File: src/rtl/demux4_buf.sv
// ---------------------------------------------------------------------------
// demux4_buf
//   Buffered 1:4 steering block. It is the inverse of a 4:1 datapath mux: one
//   WIDTH-bit source word is routed to one of four destination channels chosen
//   by s, and each channel owns an independent 2-entry FIFO.
//
// Ports
//   clk              single clock, all state updates on the rising edge
//   rst_n            synchronous active-low reset
//   i [WIDTH-1:0]    source data word
//   s [1:0]          destination channel select (0..3)
//   in_valid         source offers i to channel s this cycle
//   in_ready         channel s can accept a word this cycle (combinational)
//   o0..o3           head word of channel k, all-zero while the channel is empty
//   v0..v3           channel k holds at least one word (registered)
//   ack0..ack3       sink k consumes the head word of channel k
//   full0..full3     channel k holds two words (registered)
// ---------------------------------------------------------------------------

// Simulation-only observer: flags an unknown select offered with in_valid.
module demux4_buf_chk (
  input logic       clk,
  input logic       rst_n,
  input logic       in_valid,
  input logic [1:0] s
);

  // Report any cycle where the source offers a word with an X/Z select.
  always @(posedge clk) begin
    if (rst_n && in_valid) begin
      assert (!$isunknown(s))
        else $error("demux4_buf: select s is X/Z while in_valid is high; word not pushed");
    end
  end

endmodule

module demux4_buf #(
  parameter int WIDTH = 16
) (
  input  logic             clk,
  input  logic             rst_n,
  input  logic [WIDTH-1:0] i,
  input  logic [1:0]       s,
  input  logic             in_valid,
  output logic             in_ready,
  output logic [WIDTH-1:0] o0,
  output logic [WIDTH-1:0] o1,
  output logic [WIDTH-1:0] o2,
  output logic [WIDTH-1:0] o3,
  output logic             v0,
  output logic             v1,
  output logic             v2,
  output logic             v3,
  input  logic             ack0,
  input  logic             ack1,
  input  logic             ack2,
  input  logic             ack3,
  output logic             full0,
  output logic             full1,
  output logic             full2,
  output logic             full3
);

  // Per-channel FIFO storage: head is the oldest word, tail the younger one.
  logic [WIDTH-1:0] head_r     [4];
  logic [WIDTH-1:0] tail_r     [4];
  logic [1:0]       cnt_r      [4];
  logic [WIDTH-1:0] head_nxt_s [4];
  logic [WIDTH-1:0] tail_nxt_s [4];
  logic [1:0]       cnt_nxt_s  [4];

  // Registered output images.
  logic [WIDTH-1:0] o_r [4];
  logic [3:0]       v_r;
  logic [3:0]       full_r;

  // Handshake decode.
  logic [3:0]       ack_s;
  logic [3:0]       push_s;
  logic [3:0]       pop_s;
  logic             in_ready_s;

  assign ack_s = {ack3, ack2, ack1, ack0};

  // A pop needs a valid head; an ack against an empty channel is ignored.
  assign pop_s = ack_s & v_r;

  // Select decode and readiness. ack never feeds readiness, so a full channel
  // refuses a push even in a cycle where its sink is draining it. An unknown
  // select matches no arm and falls to the default: no push, not ready.
  always_comb begin
    push_s     = 4'b0000;
    in_ready_s = 1'b0;
    case (s)
      2'd0: begin
        in_ready_s = (cnt_r[0] < 2'd2);
        push_s[0]  = in_valid && in_ready_s;
      end
      2'd1: begin
        in_ready_s = (cnt_r[1] < 2'd2);
        push_s[1]  = in_valid && in_ready_s;
      end
      2'd2: begin
        in_ready_s = (cnt_r[2] < 2'd2);
        push_s[2]  = in_valid && in_ready_s;
      end
      2'd3: begin
        in_ready_s = (cnt_r[3] < 2'd2);
        push_s[3]  = in_valid && in_ready_s;
      end
      default: begin
        in_ready_s = 1'b0;
        push_s     = 4'b0000;
      end
    endcase
  end

  assign in_ready = in_ready_s;

  // Next-state of every channel FIFO from its own push/pop pair only.
  always_comb begin
    for (int k = 0; k < 4; k++) begin
      head_nxt_s[k] = head_r[k];
      tail_nxt_s[k] = tail_r[k];
      cnt_nxt_s[k]  = cnt_r[k];
      case (cnt_r[k])
        2'd0: begin
          // Empty: a pushed word goes straight to the head.
          if (push_s[k]) begin
            head_nxt_s[k] = i;
            cnt_nxt_s[k]  = 2'd1;
          end else begin
            cnt_nxt_s[k]  = 2'd0;
          end
        end
        2'd1: begin
          if (push_s[k] && pop_s[k]) begin
            // Old head leaves, new word becomes head; occupancy stays 1.
            head_nxt_s[k] = i;
            cnt_nxt_s[k]  = 2'd1;
          end else if (push_s[k]) begin
            tail_nxt_s[k] = i;
            cnt_nxt_s[k]  = 2'd2;
          end else if (pop_s[k]) begin
            cnt_nxt_s[k]  = 2'd0;
          end else begin
            cnt_nxt_s[k]  = 2'd1;
          end
        end
        2'd2: begin
          // Full channels are never ready, so only a pop can happen here.
          if (pop_s[k]) begin
            head_nxt_s[k] = tail_r[k];
            cnt_nxt_s[k]  = 2'd1;
          end else begin
            cnt_nxt_s[k]  = 2'd2;
          end
        end
        default: begin
          // Unreachable occupancy: fall back to empty rather than hold garbage.
          cnt_nxt_s[k] = 2'd0;
        end
      endcase
    end
  end

  // State and output registers; reset wins over any push or pop in the cycle.
  always_ff @(posedge clk) begin
    if (!rst_n) begin
      for (int k = 0; k < 4; k++) begin
        head_r[k] <= {WIDTH{1'b0}};
        tail_r[k] <= {WIDTH{1'b0}};
        cnt_r[k]  <= 2'd0;
        o_r[k]    <= {WIDTH{1'b0}};
      end
      v_r    <= 4'b0000;
      full_r <= 4'b0000;
    end else begin
      for (int k = 0; k < 4; k++) begin
        head_r[k] <= head_nxt_s[k];
        tail_r[k] <= tail_nxt_s[k];
        cnt_r[k]  <= cnt_nxt_s[k];
        // Output images are built from next state so they line up with cnt_r.
        o_r[k]    <= (cnt_nxt_s[k] != 2'd0) ? head_nxt_s[k] : {WIDTH{1'b0}};
        v_r[k]    <= (cnt_nxt_s[k] != 2'd0);
        full_r[k] <= (cnt_nxt_s[k] == 2'd2);
      end
    end
  end

  assign o0    = o_r[0];
  assign o1    = o_r[1];
  assign o2    = o_r[2];
  assign o3    = o_r[3];
  assign v0    = v_r[0];
  assign v1    = v_r[1];
  assign v2    = v_r[2];
  assign v3    = v_r[3];
  assign full0 = full_r[0];
  assign full1 = full_r[1];
  assign full2 = full_r[2];
  assign full3 = full_r[3];

  demux4_buf_chk u_chk (
    .clk      (clk),
    .rst_n    (rst_n),
    .in_valid (in_valid),
    .s        (s)
  );

endmodule
File: config.mk
export PLATFORM = sky130hd
export DESIGN_NAME = demux4_buf
export DESIGN_NICKNAME = d
export VERILOG_FILES = /design/src/rtl/demux4_buf.sv
export SDC_FILE = /design/constraint.sdc
export NUM_CORES = 1
export LEC_CHECK = 0
export BUFFER_PORTS_ARGS = -buffer_cell sky130_fd_sc_hd__buf_4
export CORE_MARGIN = 5
export CORE_UTILIZATION = 60
export CTS_CLUSTER_SIZE = 12
export DETAILED_ROUTE_END_ITERATION = 12
export PLACE_DENSITY = 0.91
export SKIP_CTS_REPAIR_TIMING = 1
export SYNTH_ARGS = -nofsm -noshare
export SYNTH_HDL_FRONTEND = slang
export SYNTH_SLANG_ARGS = --single-unit
File: constraint.sdc
create_clock -name clk -period 3.4 [get_ports clk]
set_clock_uncertainty 0.15 [all_clocks]
set_input_delay 0.51 -clock clk [delete_from_list [all_inputs] [get_ports clk]]
set_output_delay 0.51 -clock clk [all_outputs]
set_load 0.01 [all_outputs]
==> results of run 1 <==
==> worst max-delay path by stage <==
stage	start	end	slack, ns	cells past startpoint
floorplan	s[1]	o_r[1][12]$_SDFF_PN0_	0.99	9
global placement	s[0]	o_r[1][13]$_SDFF_PN0_	0.74	7
detailed placement	s[0]	o_r[1][15]$_SDFF_PN0_	0.69	7
CTS	cnt_r[1][1]$_SDFF_PN0_	o_r[1][7]$_SDFF_PN0_	0.81	6
global route	cnt_r[1][1]$_SDFF_PN0_	o_r[1][7]$_SDFF_PN0_	0.61	6
finish	cnt_r[1][1]$_SDFF_PN0_	o_r[1][7]$_SDFF_PN0_	0.83	6
==> registers in the layout, indices dropped and copies added, names as in the netlist <==
register	cells
cnt_r	8
full_r	4
head_r	64
o_r	64
tail_r	64
v_r	4
==> cell usage in the layout, fill, tap and decap left out, drive strengths merged, types with 4 or more instances in the layout <==
cell and instances:
inv 11, nand2 130, and4b 4, a21boi 68, o21ai 4, nor2 44
nand3 20, a31oi 13, dfxtp 208, a21oi 8, and2 73, ha 4
clkbuf 25, nor2b 52, buf 106, mux2 7, a221o 27, a222oi 19
a32o 13, a221oi 4
==> report_power, final <==
group          internal (mW)  switching (mW)
sequential              2.48          0.0232
clock                   1.12           0.841
combinational          0.128           0.180
total                   3.74            1.04
==> layer usage <==
metal / vias to the layer above / track usage / part of all wire
met4: 0 / 0.0804 / 0.037
met1: 2832 / 0.291 / 0.42
met3: 49 / 0.0418 / 0.062
li1: 2920 / - / -
met5: - / 0 / 0
met2: 206 / 0.375 / 0.48
==> worst min-delay path, stage by stage <==
cell and delay, ns:
buf_4 0.15, nand2_1 0.06, a21boi_0 0.06
==> area by class of cell <==
class | instances | area [um^2]
Clock inverter | 1 | 5.00
Timing Repair Buffer | 106 | 808
Fill cell | 949 | 3900
Multi-Input combinational cell | 525 | 3390
Inverter | 11 | 41.3
Clock buffer | 25 | 551
Tap cell | 176 | 220
Sequential cell | 208 | 4160
==> logic make-up after synthesis <==
logic type	share of synthesized area
AND/OR/NAND/NOR	0.221
flip-flops	0.525
AO/OA/AOI/OAI	0.186
buffers and inverters	0.0470
multiplexers	0.0140
adder cells (fa/ha/maj)	0.00631
==> metrics by stage <==
step	hold WS [ns]	util	instances
3_3_place_gp	0.295	0.659	1026
5_1_grt	0.214	0.702	1052
4_1_cts	0.201	0.702	1052
2_1_floorplan	0.289	-	817
3_5_place_dp	0.302	0.659	1026
6_report	0.215	0.702	1052
==> results by group, run 1 <==
Drt
  • Antenna viol nets, final: 0
  • DRC Markers: 0
  • WL final: 18000 um
  • Vias: 6007
  • Wire length per cell: 17.1 um
  • DRT Pass-1 Iters: 6
  • DR vias/cell: about 5.7
  • Iter 0 DRT Violations: 631

CTS
  • Clk Latency, worst-skew pair: 0.48 ns
  • Total CTS buffers: 21
  • H-tree depth reported by CTS: 1
  • Clk root buf: clkbuf_16
  • Reg clk slew, reported paths: around 0.06 ns
  • CTS tree: done
  • Sink Count: 208
  • Clock Path Buffers: 3

Logic synthesis
  • Avg Inst Size Synth: 9.70 um^2
  • Synth warn: 0
  • Post-synth EDFFs: 0
  • Synth cell types: 55
  • Sequential area share after synthesis: 0.525
  • Cell Area, Synth: 0.00793 mm^2
  • Area leader, netlist: dfxtp_1
  • Synth area leaders: dfxtp_1, a21boi_0, nand2_1
  • Synth top area share: 0.525
  • Ys flop type: dfxtp_1
  • Most common cell in the synthesized netlist: dfxtp_1
  • #FFs+latches synth: 208
  • Post-synthesis async set-or-reset flop share: 0
  • Post-Syn Instances: 817
  • Synth top cells by count: dfxtp_1, nand2_1, and2_1
  • Syn Nets: 846

Die
  • Initial core utilization: 0.606
  • Die Wd: 125 um
  • Top Ports: 98
  • Die height: 125 um
  • Core area: ~0.013 mm^2
  • Row count: 42
  • Die ar.: 0.0156 mm^2

Setup path
  • WS Path Type: reg -> reg
  • Worst R2R Setup Slack: 0.83 ns
  • Crit Reg-Reg Startpoint: cnt_r[1][1]$_SDFF_PN0_
  • Arr. time, crit path: about 2.8 ns
  • Reg2reg end: o_r[1][7]$_SDFF_PN0_
  • R2R cell count: 6
  • Critical-path top delay cell: dfxtp_1
  • Required @ worst endpoint: 3.59 ns
  • Top Family by Delay on Critical Path: simple AND/OR/NAND/NOR gates
  • Startpoint types: flop
  • CP bufs+invs: 0
  • CP peak stage delay: around 0.45 ns
  • Crit. End Element: flop
  • Worst Path Max Fanout: 17
  • Critical path, cell by cell: and4bb_2, ha_1, and3b_1, a31o_2, o21ai_4, nor2b_1

Cells and area
  • Layout area overhead: 15.8%
  • Ratio of cells with drive above 1 in the final layout: 0.176
  • Fin area: between 0.009 and 0.01 mm^2
  • Fin nets: 902
  • ANT cells: 0

Global routing
  • Global Route Usage Sum: 0.224
  • Pin count of the biggest net entering global routing: 97
  • First-pass GRT wire length: 29300 um
  • Grt total ovfl: 0
  • Antenna violations before repair: 0
  • Vias in the first global route: 5677

Timing
  • Total negative slack: 0 ns
  • Worst relative slew slack: 0.504
  • RSZ-0062 raised after global routing: false
  • Setup violators final: 0
  • Final Hold Fails: 0
  • Crit path time final: 2.57 ns
  • Worst Tran Pin Value: 0.744 ns
  • Tcrit/Tclk final: 0.755
  • Peak Freq: 389 MHz
  • Slew Viols, Final: 0
  • Setup ws final: a little over 0.8 ns

Power
  • Overall Power: around 4.8 mW
  • Peak VDD IR: 0.000408 V
  • Pwr per Cell Area: 521 mW/mm^2
  • Pleak: 3.51 nW

Hold path
  • Worst Hold Launch: i[10]
  • Type of the most critical hold path: in -> reg
  • Worst hold stages: 3
  • Hold path endpoint: tail_r[3][10]$_SDFFE_PN0P_

Place
  • Routability cong.: 0.800
  • Pre-CTS setup slack: 0.688 ns
  • Port bufs: 97
  • Post-detail-place hpwl: approximately 11000 um
  • Area after DPL: around 0.0086 mm^2

Run
  • Max-Cap Viols: 0

Run status
  • Status: finished, final reports clean
Power figures use the tool's default switching activity.
==> inputs of run 2 (changes only) <==
--- a/config.mk
+++ b/config.mk
@@ -5,12 +5,13 @@
 export SDC_FILE = /design/constraint.sdc
 export NUM_CORES = 1
 export LEC_CHECK = 0
+export ABC_AREA = 1
 export BUFFER_PORTS_ARGS = -buffer_cell sky130_fd_sc_hd__buf_4
 export CORE_MARGIN = 5
-export CORE_UTILIZATION = 60
+export CORE_UTILIZATION = 53
 export CTS_CLUSTER_SIZE = 12
 export DETAILED_ROUTE_END_ITERATION = 12
-export PLACE_DENSITY = 0.91
+export PLACE_DENSITY = 0.85
 export SKIP_CTS_REPAIR_TIMING = 1
 export SYNTH_ARGS = -nofsm -noshare
 export SYNTH_HDL_FRONTEND = slang
==> constraint.sdc (replaced) <==
create_clock -name clk -period 2.3 [get_ports clk]
set_clock_uncertainty 0.15 [all_clocks]
set_input_delay 0.345 -clock clk [delete_from_list [all_inputs] [get_ports clk]]
set_output_delay 0.345 -clock clk [all_outputs]
set_load 0.01 [all_outputs]
==> run 2 against run 1 <==
Net effect:
- the run now ends with hold timing left
- combinational power grew 140%
- fmax grew 21%
- core utilization shrank 7.1 points
- highest routed layer unchanged
==> results by group, run 2 <==
Timing
  • Worst relative slew slack: 0.325 (-0.179)
  • Slew Viols, Final: 0 (unchanged)
  • Final Hold Fails: 5 (+5)
  • Worst Tran Pin Value: 1.01 ns (+0.265 ns)
  • Total negative slack: 0 ns (unchanged)
  • Peak Freq: 472 MHz (+21%)
  • Hold slack: -0.0107 ns (-0.226 ns)
  • Setup violators final: 0 (unchanged)
  • Crit path time final: 2.12 ns (-0.451 ns)
  • Tcrit/Tclk final: 0.921 (+0.165)
  • RSZ-0062 raised after global routing: false

Place
  • Post-detail-place hpwl: 16400 um (+45%)
  • Routability cong.: 0.912 (+14%)
  • Port bufs: 97 (unchanged)

Cells and area
  • Commonest non-fill, non-tap cell in the layout: nand2_1
  • ANT cells: 0 (unchanged)
  • Ratio of cells with drive above 1 in the final layout: 0.177 (+0.00164)
  • Fillers: 1412 (+49%)
  • Layout area overhead: 17.4%
  • Most frequent cells in the layout: nand2_1, dfxtp_1, inv_1
  • Fin nets: 1410 (+56%)
  • Largest regs: head_r: 64 flops, o_r: 64 flops, tail_r: 64 flops

Logic synthesis
  • Synth cell types: 36 (-35%)
  • Area leader, netlist: dfxtp_1
  • Most common cell in the synthesized netlist: nand2_1
  • Ys flop type: dfxtp_1
  • #FFs+latches synth: 208 (unchanged)
  • Post-Syn Instances: 1291 (+58%)
  • Avg Inst Size Synth: 7.17 um^2 (-26%)
  • Synth warn: 0 (unchanged)
  • Post-synth EDFFs: 0 (unchanged)
  • Cell Area, Synth: 0.00926 mm^2 (+17%)
  • Post-synthesis async set-or-reset flop share: 0 (unchanged)
  • Synth top area share: 0.450 (-0.0756)
  • Syn Nets: 1320 (+56%)
  • Synth area leaders: dfxtp_1, nand2_1, nand3_1
  • Synth top cells by count: nand2_1, dfxtp_1, inv_1
  • Sequential area share after synthesis: 0.450 (-0.0756)

Setup path
  • Top Family by Delay on Critical Path: simple AND/OR/NAND/NOR gates
  • Worst Path Max Fanout: 32 (+15)
  • Startpoint types: flop
  • Critical path, cell by cell: nor2_2, nand2_4, clkinv_2, ha_1, buf_12, o211ai_1, nand3_1, nand3b_1, nand2_1, inv_2
  • WS Path Type: reg -> reg
  • Arr. time, crit path: 2.38 ns (-0.38 ns)
  • CP bufs+invs: 3 (+3)
  • Required @ worst endpoint: 2.56 ns (-1.03 ns)
  • CP peak stage delay: 0.43 ns (-0.02 ns)
  • Crit. End Element: flop
  • Critical-path top delay cell: dfxtp_1

Drt
  • DRC Markers: 0 (unchanged)
  • Antenna viol nets, final: 0 (unchanged)
  • Vias: 8529 (+42%)
  • Iter 0 DRT Violations: 766 (+21%)
  • WL final: 24300 um (+35%)
  • Wire length per cell: 15.0 um (-12%)
  • DRT Pass-1 Iters: 5 (-1)
  • DR vias/cell: 5.27 (-7.6%)

CTS
  • Clock Path Buffers: 3 (unchanged)
  • H-tree depth reported by CTS: 1 (unchanged)
  • CTS tree: done
  • Clk Latency, worst-skew pair: 0.52 ns (+0.04 ns)
  • Clk root buf: clkbuf_16
  • Reg clk slew, reported paths: 0.06 ns (about the same)
  • Total CTS buffers: 22 (+4.8%)
  • Sink Count: 208 (unchanged)

Die
  • Row count: 48 (+14%)
  • Die Wd: 142 um (+14%)
  • Top Ports: 98 (unchanged)
  • Die height: 142 um (+14%)
  • Initial core utilization: 0.537 (-0.0686)
  • Core area: 0.0172 mm^2 (+32%)
  • Die ar.: 0.0202 mm^2 (+30%)

Power
  • Gate power share: 0.092 (+0.027)
  • Peak VDD IR: 0.000526 V (+29%)
  • Sequential share of power: 0.474 (-0.050)
  • Pwr per Cell Area: 730 mW/mm^2 (+40%)
  • Clock power frac: 0.434 (+0.023)
  • Psw: 1.96 mW (+87%)
  • Pleak: 5.21 nW (+48%)
  • Overall Power: 7.94 mW (+66%)
  • Int Pwr: 5.98 mW (+60%)
  • Net Sw Frac: 0.247 (+0.0281)

Run
  • Max-Cap Viols: 0 (unchanged)

Global routing
  • Pin count of the biggest net entering global routing: 58 (-40%)
  • Global Route Usage Sum: 0.237 (+0.0131)
  • First-pass GRT wire length: 39400 um (+34%)
  • Vias in the first global route: 8148 (+44%)
  • Grt total ovfl: 0 (unchanged)
  • Antenna violations before repair: 0 (unchanged)

Run status
  • Violated checks: hold timing
  • Status: finished, violations left

Hold path
  • Type of the most critical hold path: in -> reg
run 2: cell count changes after synthesis, moves of 63 or more:
cell      delta
nor2_1      +63
inv_1      +147
a21oi_1     +64
and2_1      -69
nand2_1    +228
a21boi_0    -67
nand3_1    +107
run 2: worst paths after layout:
| check | slack, ns | from | end | depth (start not counted) |
|---|---|---|---|---|
| min reg2reg | 0.30 | tail_r[2][13]$_SDFFE_PN0P_ | tail_r[2][13]$_SDFFE_PN0P_ | 2 |
| max reg2reg | 0.18 | cnt_r[3][1]$_SDFF_PN0_ | head_r[3][12]$_SDFF_PN0_ | 10 |
| max | 0.18 | cnt_r[3][1]$_SDFF_PN0_ | head_r[3][12]$_SDFF_PN0_ | 10 |
| min | -0.01 | i[13] | tail_r[3][13]$_SDFFE_PN0P_ | 3 |
run 2: through the flow:
stage          area (um^2)  instances  hold slack (ns)  utilization  worst slack, ns
3_5_place_dp         10200       1580            0.294        0.589            0.116
2_1_floorplan         9260       1291            0.280            -           0.0329
5_1_grt              10900       1617         0.000269        0.631           0.0421
6_report             10900       1617          -0.0107        0.631            0.183
3_3_place_gp         10200       1580            0.292        0.589            0.176
4_1_cts              10900       1615          -0.0242        0.630            0.214
run 2: logic make-up (layout without fill, tap and decap cells):
family | count (synthesis) | after routing | share of synthesized area
fa+ha+maj | 4 | 4 | 0.00540
flops | 208 | 208 | 0.450
compound gates | 164 | 164 | 0.108
xor+xnor | 1 | 1 | 0.000946
simple gates | 672 | 672 | 0.326
buf+inv | 242 | 343 | 0.111
run 2: worst register-to-register path: stages (launching register included):
cell and delay, ns:
dfxtp_1 0.43, nor2_2 0.09, nand2_4 0.09, clkinv_2 0.16, ha_1 0.28, buf_12 0.17, o211ai_1 0.19, nand3_1 0.10
nand3b_1 0.22, nand2_1 0.11, inv_2 0.04
run 2: metal layers:
layer	up-vias	track usage	wire, um
met5	-	0	0
li1	4202	-	-
met4	0	0.124	1240
met1	3863	0.309	10200
met2	378	0.375	10700
met3	86	0.0433	2090
run 2: final cells by class:
type | count | area, um^2 | share of cell area
sequential | 208 | 4160 | 0.383
multi-input combinational | 841 | 4070 | 0.375
timing repair buffer | 128 | 978 | 0.0900
inverter | 180 | 677 | 0.0622
clock buffer | 33 | 642 | 0.0590
tap | 225 | 282 | 0.0259
clock inverter | 2 | 60.1 | 0.00552
run 2: power by group through the flow:
stage	Sequential, mW	Combinational, mW	Clock [mW]
after floorplan	3.84	0.473	0
after global placement	3.84	0.695	0
after detailed placement	3.84	0.713	0
after CTS	3.77	0.720	3.48
after global routing	3.78	0.805	3.64
final	3.77	0.728	3.44
